==> src/rtl/bitonic_pkg.sv <==
// Shared types and helpers for the bitonic merger pipeline.
// Latency: none (package only).
// Backpressure: none (package only).
package bitonic_pkg;

    // Sort direction travelling with each vector.
    typedef enum logic {
        ASCEND  = 1'b0,
        DESCEND = 1'b1
    } dir_e;

    // Number of compare-and-swap stages for an n-element merge: log2(n).
    function automatic int stage_count(input int n);
        int s;
        s = 0;
        for (int v = 1; v < n; v = v * 2) begin
            s++;
        end
        return s;
    endfunction

endpackage

==> src/rtl/bitonic_merge_stage.sv <==
// One compare-and-swap layer of the bitonic merge plus its pipeline register.
// Latency: 1 cycle (registered output).
// Backpressure: holds data, valid, mode and direction whenever en_i is low.
module bitonic_merge_stage
    import bitonic_pkg::*;
#(
    parameter int DATAWIDTH  = 8,
    parameter int DATALENGTH = 16,
    parameter int STAGE      = 0
) (
    input  logic                 clk_i,
    input  logic                 rst_i,
    input  logic                 en_i,
    input  logic                 valid_i,
    input  logic                 sign_i,
    input  dir_e                 dir_i,
    input  logic [DATAWIDTH-1:0] x_i [DATALENGTH],
    output logic                 valid_o,
    output logic                 sign_o,
    output dir_e                 dir_o,
    output logic [DATAWIDTH-1:0] y_o [DATALENGTH]
);

    // Pair distance for this layer and index width into the vector.
    localparam int D    = DATALENGTH >> (STAGE + 1);
    localparam int LOGD = $clog2(D);
    localparam int IDXW = $clog2(DATALENGTH);

    logic [DATAWIDTH-1:0] nxt [DATALENGTH];
    logic [DATAWIDTH-1:0] ka;
    logic [DATAWIDTH-1:0] kb;
    logic [IDXW-1:0]      lo;
    logic [IDXW-1:0]      hi;
    logic                 swap;
    int                   lo_n;

    // Compare every (lo, lo+D) pair; flipping the MSB turns a signed compare
    // into an unsigned one, so a single magnitude comparator serves both modes.
    always_comb begin
        nxt  = x_i;
        ka   = '0;
        kb   = '0;
        lo   = '0;
        hi   = '0;
        swap = 1'b0;
        lo_n = 0;
        for (int p = 0; p < DATALENGTH / 2; p++) begin
            lo_n = ((p >> LOGD) << (LOGD + 1)) | (p & (D - 1));
            lo   = IDXW'(lo_n);
            hi   = IDXW'(lo_n + D);
            ka   = {x_i[lo][DATAWIDTH-1] ^ sign_i, x_i[lo][DATAWIDTH-2:0]};
            kb   = {x_i[hi][DATAWIDTH-1] ^ sign_i, x_i[hi][DATAWIDTH-2:0]};
            // Strict compares keep equal values in place.
            swap = (dir_i == ASCEND) ? (ka > kb) : (ka < kb);
            if (swap) begin
                nxt[lo] = x_i[hi];
                nxt[hi] = x_i[lo];
            end
        end
    end

    // Stage register: cleared by reset, advances only when the pipe is enabled.
    always_ff @(posedge clk_i) begin
        if (rst_i) begin
            valid_o <= 1'b0;
            sign_o  <= 1'b0;
            dir_o   <= ASCEND;
            y_o     <= '{default: '0};
        end else if (en_i) begin
            valid_o <= valid_i;
            sign_o  <= sign_i;
            dir_o   <= dir_i;
            y_o     <= nxt;
        end
    end

endmodule

==> src/rtl/bitonic_merger_pipe.sv <==
// Pipelined bitonic merger: sorts a bitonic vector ascending or descending.
// Latency: log2(DATALENGTH) cycles, one vector per cycle sustained.
// Backpressure: all stages stall together while valid_o && !ready_i.
module bitonic_merger_pipe
    import bitonic_pkg::*;
#(
    parameter int DATAWIDTH  = 8,
    parameter int DATALENGTH = 16
) (
    input  logic                 clk_i,
    input  logic                 rst_i,
    input  logic                 valid_i,
    output logic                 ready_o,
    input  logic                 sign_ctrl_i,
    input  logic                 dir_i,
    input  logic [DATAWIDTH-1:0] x_i [DATALENGTH],
    output logic                 valid_o,
    input  logic                 ready_i,
    output logic [DATAWIDTH-1:0] y_o [DATALENGTH]
);

    localparam int S = stage_count(DATALENGTH);

    // Reject unsupported geometries at elaboration time.
    if (DATALENGTH < 2 || (DATALENGTH & (DATALENGTH - 1)) != 0) begin : g_bad_len
        $error("bitonic_merger_pipe: DATALENGTH must be a power of two >= 2");
    end
    if (DATAWIDTH < 2) begin : g_bad_width
        $error("bitonic_merger_pipe: DATAWIDTH must be >= 2");
    end

    // Chain entry 0 is the input port; entry s+1 is the output of stage s.
    logic [DATAWIDTH-1:0] chain_dat [S+1][DATALENGTH];
    logic                 chain_vld [S+1];
    logic                 chain_sgn [S+1];
    dir_e                 chain_dir [S+1];

    assign chain_dat[0] = x_i;
    assign chain_vld[0] = valid_i;
    assign chain_sgn[0] = sign_ctrl_i;
    assign chain_dir[0] = dir_e'(dir_i);

    // The whole pipe moves as one unit, so the output slot decides readiness.
    assign ready_o = !valid_o || ready_i;

    for (genvar s = 0; s < S; s++) begin : g_stage
        bitonic_merge_stage #(
            .DATAWIDTH  (DATAWIDTH),
            .DATALENGTH (DATALENGTH),
            .STAGE      (s)
        ) u_stage (
            .clk_i   (clk_i),
            .rst_i   (rst_i),
            .en_i    (ready_o),
            .valid_i (chain_vld[s]),
            .sign_i  (chain_sgn[s]),
            .dir_i   (chain_dir[s]),
            .x_i     (chain_dat[s]),
            .valid_o (chain_vld[s+1]),
            .sign_o  (chain_sgn[s+1]),
            .dir_o   (chain_dir[s+1]),
            .y_o     (chain_dat[s+1])
        );
    end

    assign valid_o = chain_vld[S];
    assign y_o     = chain_dat[S];

endmodule

==> config.mk <==
export PLATFORM = sky130hd
export DESIGN_NAME = bitonic_merger_pipe
export DESIGN_NICKNAME = d
export VERILOG_FILES = /design/src/rtl/bitonic_pkg.sv /design/src/rtl/bitonic_merge_stage.sv /design/src/rtl/bitonic_merger_pipe.sv
export SDC_FILE = /design/constraint.sdc
export NUM_CORES = 2
export LEC_CHECK = 0
export ABC_AREA = 1
export CORE_AREA = 2 2 290 507
export CTS_BUF_LIST = sky130_fd_sc_hd__clkbuf_8 sky130_fd_sc_hd__clkbuf_16
export DETAILED_ROUTE_END_ITERATION = 10
export DIE_AREA = 0 0 292 509
export PLACE_DENSITY_LB_ADDON = 0.2
export SLEW_MARGIN = 20
export SYNTH_ARGS = -nofsm -noshare
export SYNTH_HDL_FRONTEND = slang
export SYNTH_HIERARCHICAL = 1
export SYNTH_SLANG_ARGS = --single-unit
==> constraint.sdc <==
create_clock -name clk_i -period 2.78 [get_ports clk_i]
set_input_delay 0.556 -clock clk_i [delete_from_list [all_inputs] [get_ports clk_i]]
set_output_delay 0.556 -clock clk_i [all_outputs]
set_load 0.01 [all_outputs]
# [Word-level counts from Yosys, hierarchy flattened]
# Cells that the tools add are included.
[op_classes] addsub=0 multipliers=0 n_div=0 n_lt_le_gt_ge=64 n_eq_ne=0 n_shift=0 n_mux=88 bitwise=64 reduce_logical=2
[op_table] cell="two-way mux 8 bit" n=48
[op_table] cell="greater-than comparator 8 bit" n=32
[op_table] cell="less-than comparator 8 bit" n=32
[op_table] cell="two-way mux 16 bit" n=8
[op_table] cell="XOR 1 bit" n=64
[op_table] cell="two-way mux 1 bit" n=32
[op_table] cell="logical NOT 1 bit" n=1
[op_table] cell="logical OR 1 bit" n=1
[word_totals] regBits=522 latch_bits=0 mem_bits_rw=0 romBits=0 input_bits=134 output_inout_bits=130 wordCells=292 mem_count=0

# [Longest topological paths before layout]
[depth] ltp_word=4 ltp_mapped=15 depth_no_buf=14

# [Hierarchy]
# Netlist, hierarchy kept.
[modules_own_cells] module="bitonic_merge_stage at g_stage[1].u_stage" n_inst=1 cells_per_inst=1249 area_each_um2=9635.5 seq_area_each_um2=2622.5
[modules_own_cells] module="bitonic_merge_stage at g_stage[2].u_stage" n_inst=1 cells_per_inst=1249 area_each_um2=9162.5 seq_area_each_um2=2622.5
[modules_own_cells] module="bitonic_merge_stage at g_stage[3].u_stage" n_inst=1 cells_per_inst=1296 area_each_um2=8818.5 seq_area_each_um2=2622.5
[modules_own_cells] module="bitonic_merge_stage at g_stage[0].u_stage" n_inst=1 cells_per_inst=1247 area_each_um2=8300.5 seq_area_each_um2=2622.5
[modules_own_cells] module="bitonic_merger_pipe" n_inst=1 cells_per_inst=2 area_each_um2=7.5 seq_area_each_um2=0.0

# [Least setup slack after synthesis]
# Ideal clock, no wire load.
[synth_timing] kind="input-to-reg" from="in sign_ctrl_i" to="reg g_stage[0].u_stage/y_o[127] (netlist name)" setup_ns=0.132 arrival_ns=2.310 required_time_ns=2.648 setup_slack_ns=0.337 cell_stages=12 path_buffers=3 path_cell_list="buf_2 buf_2 xnor2_1 ha_1 a21o_1 nor2_2 nand2_1 nand2_2 buf_2 nand3_1 nand3_1 a21oi_1"
[synth_via] elab_chain_len=4 elab_cells_between_ends=6 classes_between="2 x order compare; 2 x mux; 2 x bitwise"
[synth_lines] item="start, declared" line="bitonic_merger_pipe.sv:14" source="input logic sign_ctrl_i,"
[synth_lines] item="XOR 1 bit (on tied branches)" line="bitonic_merge_stage.sv:51, bitonic_merge_stage.sv:52"
[synth_lines] item="greater-than comparator 8 bit / less-than comparator 8 bit (equally long branches)" line="bitonic_merge_stage.sv:54" source="swap = (dir_i == ASCEND) ? (ka > kb) : (ka < kb);"
[synth_lines] item="two-way mux 1 bit *" line="bitonic_merge_stage.sv:54"
[synth_lines] item="two-way mux 8 bit *" line="bitonic_merge_stage.sv:55" source="if (swap) begin"
[synth_lines] item="end signal, assigned" line="bitonic_merge_stage.sv:73" source="y_o <= nxt;"
[synth_lines] item="end, declared" line="bitonic_merge_stage.sv:21" source="output logic [DATAWIDTH-1:0] y_o [DATALENGTH]"
# Mark *: on every way between the ends. The rest lies on a longest branch, timed or not.
# A chain may end at the register's enable or synchronous reset.

# [Worst setup path in the final report]
[layout_timing] from="reg g_stage[1].u_stage.sign_o" to="reg g_stage[2].u_stage/y_o[59] (netlist name)"
[layout_via] elab_chain_len=4 elab_cells_between_ends=6 classes_between="2 x order compare; 2 x mux; 2 x bitwise"
[layout_lines] item="start, declared" line="bitonic_merge_stage.sv:19" source="output logic sign_o,"
[layout_lines] item="start signal, assigned" line="bitonic_merge_stage.sv:71" source="sign_o <= sign_i;"
[layout_lines] item="XOR 1 bit (on tied branches)" line="bitonic_merge_stage.sv:51, bitonic_merge_stage.sv:52"
[layout_lines] item="greater-than comparator 8 bit / less-than comparator 8 bit (equally long branches)" line="bitonic_merge_stage.sv:54"
[layout_lines] item="two-way mux 1 bit *" line="bitonic_merge_stage.sv:54"
[layout_lines] item="two-way mux 8 bit *" line="bitonic_merge_stage.sv:55"
[layout_lines] item="end signal, assigned" line="bitonic_merge_stage.sv:73"
[layout_lines] item="end, declared" line="bitonic_merge_stage.sv:21"
# Marks and branches as above.

==> impl_metrics.py <==
metrics = {
    "cts": {
        "clockRootBuffer": "clkbuf_16",
        "cts_tree": "built",
        "clk_path_buf_depth": 3,
        "cts_buffers": 54,
        "cts_sinks": 522,
        "cts_resized": 0,
        "h-tree-depth": 2,
        "post_cts_buffers": 0,
        "clkLatencyLatePin_ps": 650,
        "cts_hold_buffers": 0,
        "clk_pin_slew_worst_paths_ps": 70,
    },
    "floorplanning": {
        "io_pins": 264,
        "core_mm2": 0.145,
        "die_w_um": 292,
        "die_y_um": 509,
        "die_area_mm2": 0.149,
        "rows": 185,
        "start_util_pct": 24.8,
    },
    "timing": {
        "fmax_mhz": 393,
        "setup_violations": 0,
        "tightestPinTransition_ps": 713,
        "drv_slew": 0,
        "hold_slack_ps": 335,
        "min_period_ps": 2550,
        "setup_slack_ps": 233,
        "fin_tns_setup_ps": 0,
        "relSlewSlack_pct": 52.5,
        "hold_viol": 0,
        "timing.final.crit_share_pct": 91.6,
        "fin_skew_ps": 35.2,
        "rsz0062_at_grt": "false",
    },
    "min_path": {
        "hold_path_class": "input port to flip-flop",
    },
    "pwr": {
        "p_leak_nw": 19.6,
        "max-vdd-ir-drop_uv": 505,
        "powerDensity_mw_per_mm2": 1170,
    },
    "synthesis": {
        "ys_warn_count": 6,
        "syn_area_per_cell_um2": 7.12,
        "synth_area_mm2": 0.0359,
        "syn_inst": 5037,
        "synth_fp_nets": 5419,
    },
    "job": {
        "drv_cap": 0,
    },
    "detailed_routing": {
        "ant_nets": 0,
        "viasPerCell": 4.53,
        "finalWirelength_mm": 118,
        "post-route-drc-count": 0,
        "wl_per_cell_um": 16.6,
        "drt_iter0_drc": 1892,
        "vias": 32200,
        "first_pass_iters": 6,
    },
    "global_route": {
        "gr-usage-all-layers_pct": 15.5,
        "antenna_found_initial": 2,
        "grt_pass1_wl_mm": 183,
        "grt_start_max_net_pins": 131,
        "gr-total-overflow": 0,
        "grt_pass1_vias": 30600,
    },
    "finish": {
        "instances_no_fill": 7112,
        "fin_util_pct": 29.3,
        "nets": 5580,
        "fillers": 15800,
        "drive_gt1_share_pct": 16.5,
        "areaGrowthSynthToFinish_pct": 18.2,
    },
    "setup_path": {
        "crit_path_end_kind": "flip-flop",
        "critical_path_class": "flip-flop to flip-flop",
        "crit_slowest_cell": "dfxtp_1",
        "startpoint_type": "flip-flop",
        "crit_required_ps": 3270,
        "path_buf_inv": 1,
        "cp_max_fo": 17,
        "slowest_delay_ps": 390,
        "r2r_setup_slack_ps": 230,
        "critPathArrivalTime_ps": 3040,
        "path_cells": "buf_12 > xor2_1 > ha_1 > a21o_1 > nor2_4 > nand3_4 > nand2_4 > nand2_1 > nand3_1 > a21oi_1",
        "cp_top_family": "simple AND/OR/NAND/NOR gates",
    },
    "place": {
        "dp.cells": 7012,
        "port_buffers": 263,
        "place_congestion": 0.823,
        "post-place-ws_ps": -144,
        "hpwl_mm": 94.4,
    },
    "status": {
        "status": "finished, final reports clean",
    },
}
-- cells in the final DEF, fill, tap and decap left out --
master / n
a21oi_2: 158
buf_8: 1
nand3_2: 161
clkdlybuf4s50_1: 262
inv_4: 1
buf_12: 31
nand3_1: 896
nand3_4: 21
nand4_1: 16
clkbuf_16: 55
inv_1: 615
clkbuf_8: 7
clkinv_8: 1
nand2_2: 129
nand2_1: 1228
buf_4: 97
dfxtp_1: 522
inv_2: 8
nor2_4: 23
a21o_1: 24
xor2_1: 24
ha_1: 248
nor2_1: 80
clkinvlp_4: 5
nor2_2: 12
a211oi_1: 3
clkinv_4: 4
bufinv_16: 10
diode_2: 1
xnor2_1: 24
inv_6: 3
clkinv_2: 14
nand2_4: 125
a21oi_1: 433
-- per-layer routing --
layer,share of wire (%),vias up,wire [um],global-route usage [%]
li1,-,16700,-,-
met1,44,14800,52400,19.4
met2,49,546,58100,27.7
met3,3.4,127,4060,1.91
met4,2.8,2,3260,4.52
met5,0.011,-,13,0
-- cell type report --
class	count	area, um^2	area share [%]
multi-input cells	3605	21300	50.3
flip-flops and latches	522	10500	24.7
repair buffers	391	3990	9.41
inverters	624	2360	5.57
well taps	1870	2340	5.52
clock buffers	62	1470	3.47
clock inverters	37	472	1.11
diodes	1	2.50	0.00590
-- report_power, final --
part / switching [mW] / total (mW) / internal (mW)
sequential: 1.75 / 11.6 / 9.88
clock: 3.36 / 8.09 / 4.73
combinational: 18.4 / 29.7 / 11.3
-- stage by stage --
stage	instance area, um^2	total power, mW
3_3_place_gp	40400	41.3
4_1_cts	42400	50.2
2_1_floorplan	35900	34.5
6_report	42400	49.4
5_1_grt	42400	54.1
3_5_place_dp	40400	41.9
-- worst reg2reg max path, delay by kind of cell, from the launching register on --
kind	cells	cell delay, ps
compound gates	2	300
xor+xnor	1	290
fa+ha+maj	1	300
buf+inv	1	210
flops	1	390
simple gates	5	910
-- registers in the layout, summed over array words and instances, names as in the netlist --
register	cells
g_stage.u_stage/valid_o	4
g_stage.u_stage/dir_o	3
g_stage.u_stage/y_o	512
g_stage.u_stage/sign_o	3
-- final timing paths --
path	cells after the start	end	start
hold / removal	2	g_stage[0].u_stage/y_o[114]	rst_i
setup reg to reg	10	g_stage[2].u_stage/y_o[59]	g_stage[1].u_stage/sign_o
hold reg to reg	2	g_stage[3].u_stage/y_o[66]	g_stage[3].u_stage/y_o[66]
setup / recovery	10	g_stage[2].u_stage/y_o[59]	g_stage[1].u_stage/sign_o
(Power assumes the default switching activity.)
